### src/rtl/channel_rr_merge.sv
// -----------------------------------------------------------------------------
// channel_rr_merge
// Round-robin merge of NUM_INPUTS blocking-channel consumer ports into one
// registered output stream. Each output word carries the index of the source
// that supplied it. When MESSAGE_WORDS > 1 the grant stays on one source until
// a whole message (MESSAGE_WORDS words) has been moved.
//
// Ports
//   clk          in   clock, all state on rising edge
//   reset        in   asynchronous, active-high
//   in_data      in   NUM_INPUTS*WIDTH, word i at [i*WIDTH +: WIDTH]
//   in_valid     in   NUM_INPUTS, upstream channel i holds a word
//   in_is_taken  out  NUM_INPUTS, one-hot pop strobe (combinational)
//   out_data     out  WIDTH, registered word
//   out_source   out  SRC_W, source index of out_data
//   out_valid    out  registered word present
//   out_is_full  in   downstream channel full
// -----------------------------------------------------------------------------
module channel_rr_merge #(
  parameter int WIDTH         = 8,
  parameter int NUM_INPUTS    = 4,
  parameter int MESSAGE_WORDS = 1,
  localparam int SRC_W        = (NUM_INPUTS > 2) ? $clog2(NUM_INPUTS) : 1
) (
  input  logic                        clk,
  input  logic                        reset,
  input  logic [NUM_INPUTS*WIDTH-1:0] in_data,
  input  logic [NUM_INPUTS-1:0]       in_valid,
  output logic [NUM_INPUTS-1:0]       in_is_taken,
  output logic [WIDTH-1:0]            out_data,
  output logic [SRC_W-1:0]            out_source,
  output logic                        out_valid,
  input  logic                        out_is_full
);

  localparam int CNT_W = (MESSAGE_WORDS > 1) ? $clog2(MESSAGE_WORDS + 1) : 1;

  typedef enum logic {
    ST_IDLE   = 1'b0,
    ST_LOCKED = 1'b1
  } state_t;

  state_t              r_state;
  logic [SRC_W-1:0]    r_ptr;
  logic [SRC_W-1:0]    r_lock_src;
  logic [CNT_W-1:0]    r_cnt;

  logic                w_can_load;
  logic                w_found;
  logic                w_grant;
  logic [SRC_W-1:0]    w_sel;
  logic [SRC_W:0]      w_idx;
  logic [WIDTH-1:0]    w_data;
  logic [SRC_W-1:0]    w_ptr_next;

  // The output register may be reloaded in the same cycle it hands its word
  // downstream, which keeps a full-rate stream with no bubbles.
  assign w_can_load = !out_valid || !out_is_full;

  // Source selection. IDLE scans ptr, ptr+1, ... with wrap; LOCKED looks only
  // at the source that opened the current message.
  always_comb begin
    // NOTE: every variable gets a default first so no path leaves it
    // unassigned, which would otherwise infer a latch.
    w_found = 1'b0;
    w_sel   = '0;
    w_idx   = '0;
    if (r_state == ST_IDLE) begin
      for (int k = NUM_INPUTS - 1; k >= 0; k--) begin
        // Walking from the far end down lets the nearest candidate win.
        w_idx = {1'b0, r_ptr} + (SRC_W + 1)'(k);
        if (w_idx >= (SRC_W + 1)'(NUM_INPUTS))
          w_idx = w_idx - (SRC_W + 1)'(NUM_INPUTS);
        if (in_valid[w_idx[SRC_W-1:0]]) begin
          w_found = 1'b1;
          w_sel   = w_idx[SRC_W-1:0];
        end
      end
    end else begin
      w_found = in_valid[r_lock_src];
      w_sel   = r_lock_src;
    end
  end

  assign w_grant = w_can_load && w_found;

  // Data mux and one-hot pop strobe; the strobe depends combinationally on
  // out_is_full because there is no skid buffer to absorb a late stall.
  always_comb begin
    w_data      = '0;
    in_is_taken = '0;
    for (int i = 0; i < NUM_INPUTS; i++) begin
      if (w_sel == SRC_W'(i)) begin
        w_data = in_data[i*WIDTH +: WIDTH];
        in_is_taken[i] = w_grant;
      end
    end
  end

  assign w_ptr_next = (w_sel == SRC_W'(NUM_INPUTS - 1)) ? '0 : w_sel + 1'b1;

  // NOTE: sequential state uses non-blocking assignments so every register
  // samples pre-edge values regardless of statement order.
  always_ff @(posedge clk or posedge reset) begin
    if (reset) begin
      r_state    <= ST_IDLE;
      r_ptr      <= '0;
      r_lock_src <= '0;
      r_cnt      <= '0;
      out_data   <= '0;
      out_source <= '0;
      out_valid  <= 1'b0;
    end else begin
      if (w_grant) begin
        out_data   <= w_data;
        out_source <= w_sel;
        out_valid  <= 1'b1;
        if (r_state == ST_IDLE) begin
          // Only IDLE grants move the round-robin pointer.
          r_ptr <= w_ptr_next;
          if (MESSAGE_WORDS > 1) begin
            r_state    <= ST_LOCKED;
            r_lock_src <= w_sel;
            r_cnt      <= CNT_W'(1);
          end
        end else if (r_cnt == CNT_W'(MESSAGE_WORDS - 1)) begin
          // Last word of the message: release the lock.
          r_state <= ST_IDLE;
          r_cnt   <= '0;
        end else begin
          r_cnt <= r_cnt + 1'b1;
        end
      end else if (out_valid && !out_is_full) begin
        out_valid <= 1'b0;
      end
    end
  end

endmodule
### config.mk
export PLATFORM = sky130hd
export DESIGN_NAME = channel_rr_merge
export DESIGN_NICKNAME = d
export VERILOG_FILES = /design/src/rtl/channel_rr_merge.sv
export SDC_FILE = /design/constraint.sdc
export NUM_CORES = 1
export LEC_CHECK = 0
export CAP_MARGIN = 10
export CORE_UTILIZATION = 25
export DETAILED_ROUTE_END_ITERATION = 10
export MAX_ROUTING_LAYER = met4
export PLACE_DENSITY_LB_ADDON = 0.3
export SYNTH_ARGS = -nofsm -noshare
export SYNTH_HDL_FRONTEND = slang
export SYNTH_SLANG_ARGS = --single-unit
### constraint.sdc
create_clock -name clk -period 3.9 [get_ports clk]
set_input_delay 0.39 -clock clk [delete_from_list [all_inputs] [get_ports clk]]
set_output_delay 0.39 -clock clk [all_outputs]
set_load 0.05 [all_outputs]
======== Word level (Yosys, flattened, before mapping) ========
Index checks and enable logic that the tools add are counted.
W data, S select, Z words.
storage, ports and cells
  word-level logic and storage cells ...... 79
  flip-flop bits (word level) ............. 15
cells by class
  $lt $le $gt $ge ......................... 9
  equal/unequal tests ..................... 3
  muxes and demuxes ....................... 42
  bitwise logic cells ..................... 1
  add/sub/neg operators ................... 9
  reduce and logical (&&, ||, !) cells .... 9
operators by type and width
  operator               count
  $mux W8                4
  $mux W2                14
  $mux W1                19
  $lt A2 B3 Y1 const B   5
  $bmux W1 S2            5
  $ge A3 B3 Y1 const B   3
  $sub A2 B1 Y2 const B  4
  $add A2 B2 Y3 const B  2
  $eq A2 B2 Y1 const B   2
  $reduce_and A2 Y1      2
  $add A2 B1 Y3 const B  1
  $ge A2 B3 Y1 const B   1
  $add A2 B1 Y2 const B  1
  $eq A2 B1 Y1 const B   1
  $logic_and A1 B1 Y1    2
  $logic_not A1 Y1       2
  $logic_not A2 Y1       1
  $reduce_bool A2 Y1     1
  $add A1 B1 Y1 const B  1
  $logic_or A1 B1 Y1     1
  $not A1 Y1             1

======== Logic depth before layout (Yosys ltp) ========
  word-level depth ........................ 16
  depth in mapped cells ................... 11
  depth with buffers taken out ............ 9

======== Worst setup path after synthesis ========
Ideal clock, no wire load.
  path type ............................... in2out
  start point ............................. in in_valid[3]
  end point ............................... out in_is_taken[3]
  stages on the path ...................... 7
  setup slack ............................. 1.455 ns
  arrival time ............................ 2.055 ns
  path buffers ............................ 2
  path through ............................ inv_1 > a22o_1 > a211oi_2 > ha_1 > clkbuf_1 > buf_2 > and2_1
between the ends
  word-level cells in the longest chain between the ends .. 9
  elaborated cells on any way between the ends .. 23
  those cells by class .................... eq/ne (1); mux (21); reduce/logical (1)
RTL lines
  element                        RTL line  source
  from (decl)                    28        input logic [NUM_INPUTS-1:0] in_valid,
  $bmux W1 S2                    74        if (in_valid[w_idx[SRC_W-1:0]]) begin
  $mux W1 (not written as such)  74
  $mux W2 (3 in series)          74
  $mux W2 (*)                    74
  $mux W2 (*)                    68        if (r_state == ST_IDLE) begin
  net w_sel[0]                   51        logic [SRC_W-1:0] w_sel;
  $eq A2 B2 Y1 (*)               93        if (w_sel == SRC_W'(i)) begin
  $mux W1 (*)                    93
  to (decl)                      29        output logic [NUM_INPUTS-1:0] in_is_taken,
Mark *: on every way through the listed nets, which the timed path passes. The rest lies on a longest branch. The select of a mux whose other input is x is not followed.

======== Worst setup path in the final report ========
  start point ............................. in in_valid[3]
  end point ............................... out in_is_taken[0]
between the ends
  word-level cells in the longest chain between the ends .. 9
  elaborated cells on any way between the ends .. 23
  those cells by class .................... mux (21); reduce/logical (2)
RTL lines
  element                        RTL line
  $bmux W1 S2                    74
  $mux W1 (not written as such)  74
  $mux W2 (3 in series)          74
  $mux W2 (*)                    74
  $mux W2 (*)                    68
  net w_sel[0]                   51
  $logic_not A2 Y1 (*)           93
  $mux W1 (*)                    93
Marks and branches as above.

==> impl_metrics.ini <==
[place]
port_buffers = 53
globalplace.congestion = 0.705
dp_slack_ns = 0.674
dpl.hpwl_mm = 2.07

[routing]
drt-pass1-iter-count = 4
drt_iter0_drc = 24
antenna_left = 0
wl_mm = 2.68
wire_per_inst_um = 12.9
viasPerCell = 4.63
vias = 958
drc = 0

[sta]
slew_violations = 0
fin_crit_sh = 0.833
worst_pin_slew_ns = 0.736
setup_viol_count_final = 0
rsz0062_at_grt = no
fin_skew_ns = 0.00349
hold_slack_ns = 0.453
fin_tns_setup_ns = 0
min_period_ns = 3.25
slew-limit-headroom = 0.510
hold_viol_final = 0
worst_slack_ns = 0.651
fmax_mhz = 308

[logic_synthesis]
synth_edf_count = 0
synth_cell_types = 23
syn_nets = 150
synth_top_flop_cell = dfrtp_1
synth_area_um2 = 892
ys_seq_area_frac = 0.365
ys_warn_count = 2
yosysMostFrequentCell = a21oi_1
yosys-top-cells-area = dfrtp_1 36%, a21oi_1 11%, a221oi_1 7.9%, a211o_1 6.9%, ha_1 5.6%
synth-seq-cells = 13
syn_inst = 107
synth_common_cells = 20 x a21oi_1, 13 x dfrtp_1, 13 x inv_1
yosys.area.top_type = dfrtp_1
avgSynthCellArea_um2 = 8.34
synth_top_area_frac = 0.365
async_flop_share = 1.00

[die]
die-width_um = 61.7
pin_count = 54
start_util = 0.263
die_y_um = 61.7
fp-row-count = 21
dieArea_um2 = 3810
coreArea_um2 = 3390

[cts]
htreeDepth = 1
cts-root-buf = clkbuf_4
cts_setup_buffers = 0
cts_buffer_depth = 2
clock_sinks = 13
cts_resized = 0
clk_pin_slew_ns = 0.09
cts_tree = yes
ctsHoldBuffers = 0
clk_latency_ns = 0.27
numCtsBuffers = 3

[job]
max-cap-violations = 0

[worst_setup_path]
critPathMaxFanout = 5
criticalPathCategory = in2out
crit_family = buffers and inverters
worstPathArrival_ns = 2.86
endpoint_kind = primary output
cp_slowest_stage_delay_ns = 0.69
critPathBufInv = 4
start_kind = primary input
crit_slowest_cell = clkdlybuf4s50_1
crit_chain = clkdlybuf4s50_1 -> inv_1 -> a22o_1 -> a211oi_2 -> inv_1 -> ha_1 -> and2_1 -> clkdlybuf4s50_1
cp.required_ns = 3.51

[global_routing]
grt_pass1_vias = 951
grt_use_total = 0.155
grt_overflow = 0
grt_max_degree = 18
grt_first_pass_wirelength_mm = 4.11
antenna_found_initial = 0

[finish]
finalNetCount = 205
utilization = 0.442
antenna_cells = 0
drive_above_1_share = 0.0683
syn_to_final_growth_pct = 68.0

[pwr]
p_leak_nw = 0.654
powerDensity_nw_per_um2 = 663
ir_drop_mv = 0.253

[run_status]
status = completed

[hold_path]
hp-class = in2async
[state kept, by name (all words and copies together) (netlist names)]
register,count
out_source,2
r_ptr,2
out_data,8
out_valid,1
[cell usage in the layout, fill, tap and decap left out]
master / count
a211o_1: 7
a211oi_2: 1
a21o_1: 1
a21o_2: 1
a21oi_1: 20
a221oi_1: 8
a22o_1: 1
and2_1: 4
and2b_1: 1
buf_4: 4
clkbuf_4: 3
clkdlybuf4s50_1: 53
clkinv_2: 1
dfrtp_1: 13
ha_1: 4
inv_1: 13
mux2_1: 1
nand2_1: 8
nand2b_1: 2
nor2_1: 10
nor4_2: 1
o21ai_0: 2
o22ai_1: 1
o31ai_1: 1
[worst paths after layout]
path,cells after the start,endpoint,slack [ns],startpoint
min in group clk,1,out_source[0],0.50,out_source[0]
worst min-delay path,2,out_data[7],0.45,reset
worst max-delay path,8,in_is_taken[0],0.65,in_valid[3]
worst min register to register,1,out_source[0],0.50,out_source[0]
max in group asynchronous,2,r_ptr[1],3.09,reset
worst max register to register,9,out_data[2],1.49,r_ptr[0]
[per-stage QoR]
stage | power (W) | instances | instance area (um2)
2_1_floorplan | 0.000683 | 107 | 892
3_3_place_gp | 0.000903 | 203 | 1470
3_5_place_dp | 0.000912 | 203 | 1470
4_1_cts | 0.00100 | 207 | 1500
5_1_grt | 0.00106 | 207 | 1500
6_report | 0.000994 | 207 | 1500
[metal layers]
metal  up-vias  global-route usage  part of all wire
li1        483                   -                 -
met1       436               0.196              0.47
met2        37               0.241              0.45
met3         2              0.0435             0.076
met4         0              0.0476            0.0052
met5         -                   -                 0
[power breakdown]
part / leakage, nW / internal (W) / total [W] / switching, W
Clock: 0.0177 / 0.0000379 / 0.0000835 / 0.0000456
Sequential: 0.150 / 0.000193 / 0.000232 / 0.0000386
Combinational: 0.486 / 0.000267 / 0.000679 / 0.000413
Total: 0.654 / 0.000498 / 0.000994 / 0.000497
[final cells by class]
cell class / instances / area, um2
clock buffers: 3 / 22.5
inverters: 13 / 48.8
clock inverters: 1 / 5.00
flip-flops and latches: 13 / 325
fillers: 342 / 1890
multi-input cells: 74 / 479
well taps: 46 / 57.6
repair buffers: 57 / 561
[worst reg2reg max path: stages (launching register included)]
cell	delay [ns]
dfrtp_1	0.37
inv_1	0.07
a22o_1	0.21
a211oi_2	0.42
ha_1	0.24
buf_4	0.18
and2b_1	0.30
a221oi_1	0.29
a211o_1	0.15
a21oi_1	0.06
[cell families after synthesis]
kind of cell               synth area share
AOI/OAI and AO/OA                     0.328
adders and majority gates            0.0561
buffers and inverters                0.0982
DFF                                   0.365
muxes                                0.0126
and+or+nand+nor                       0.140
Power figures use the tool's default switching activity.
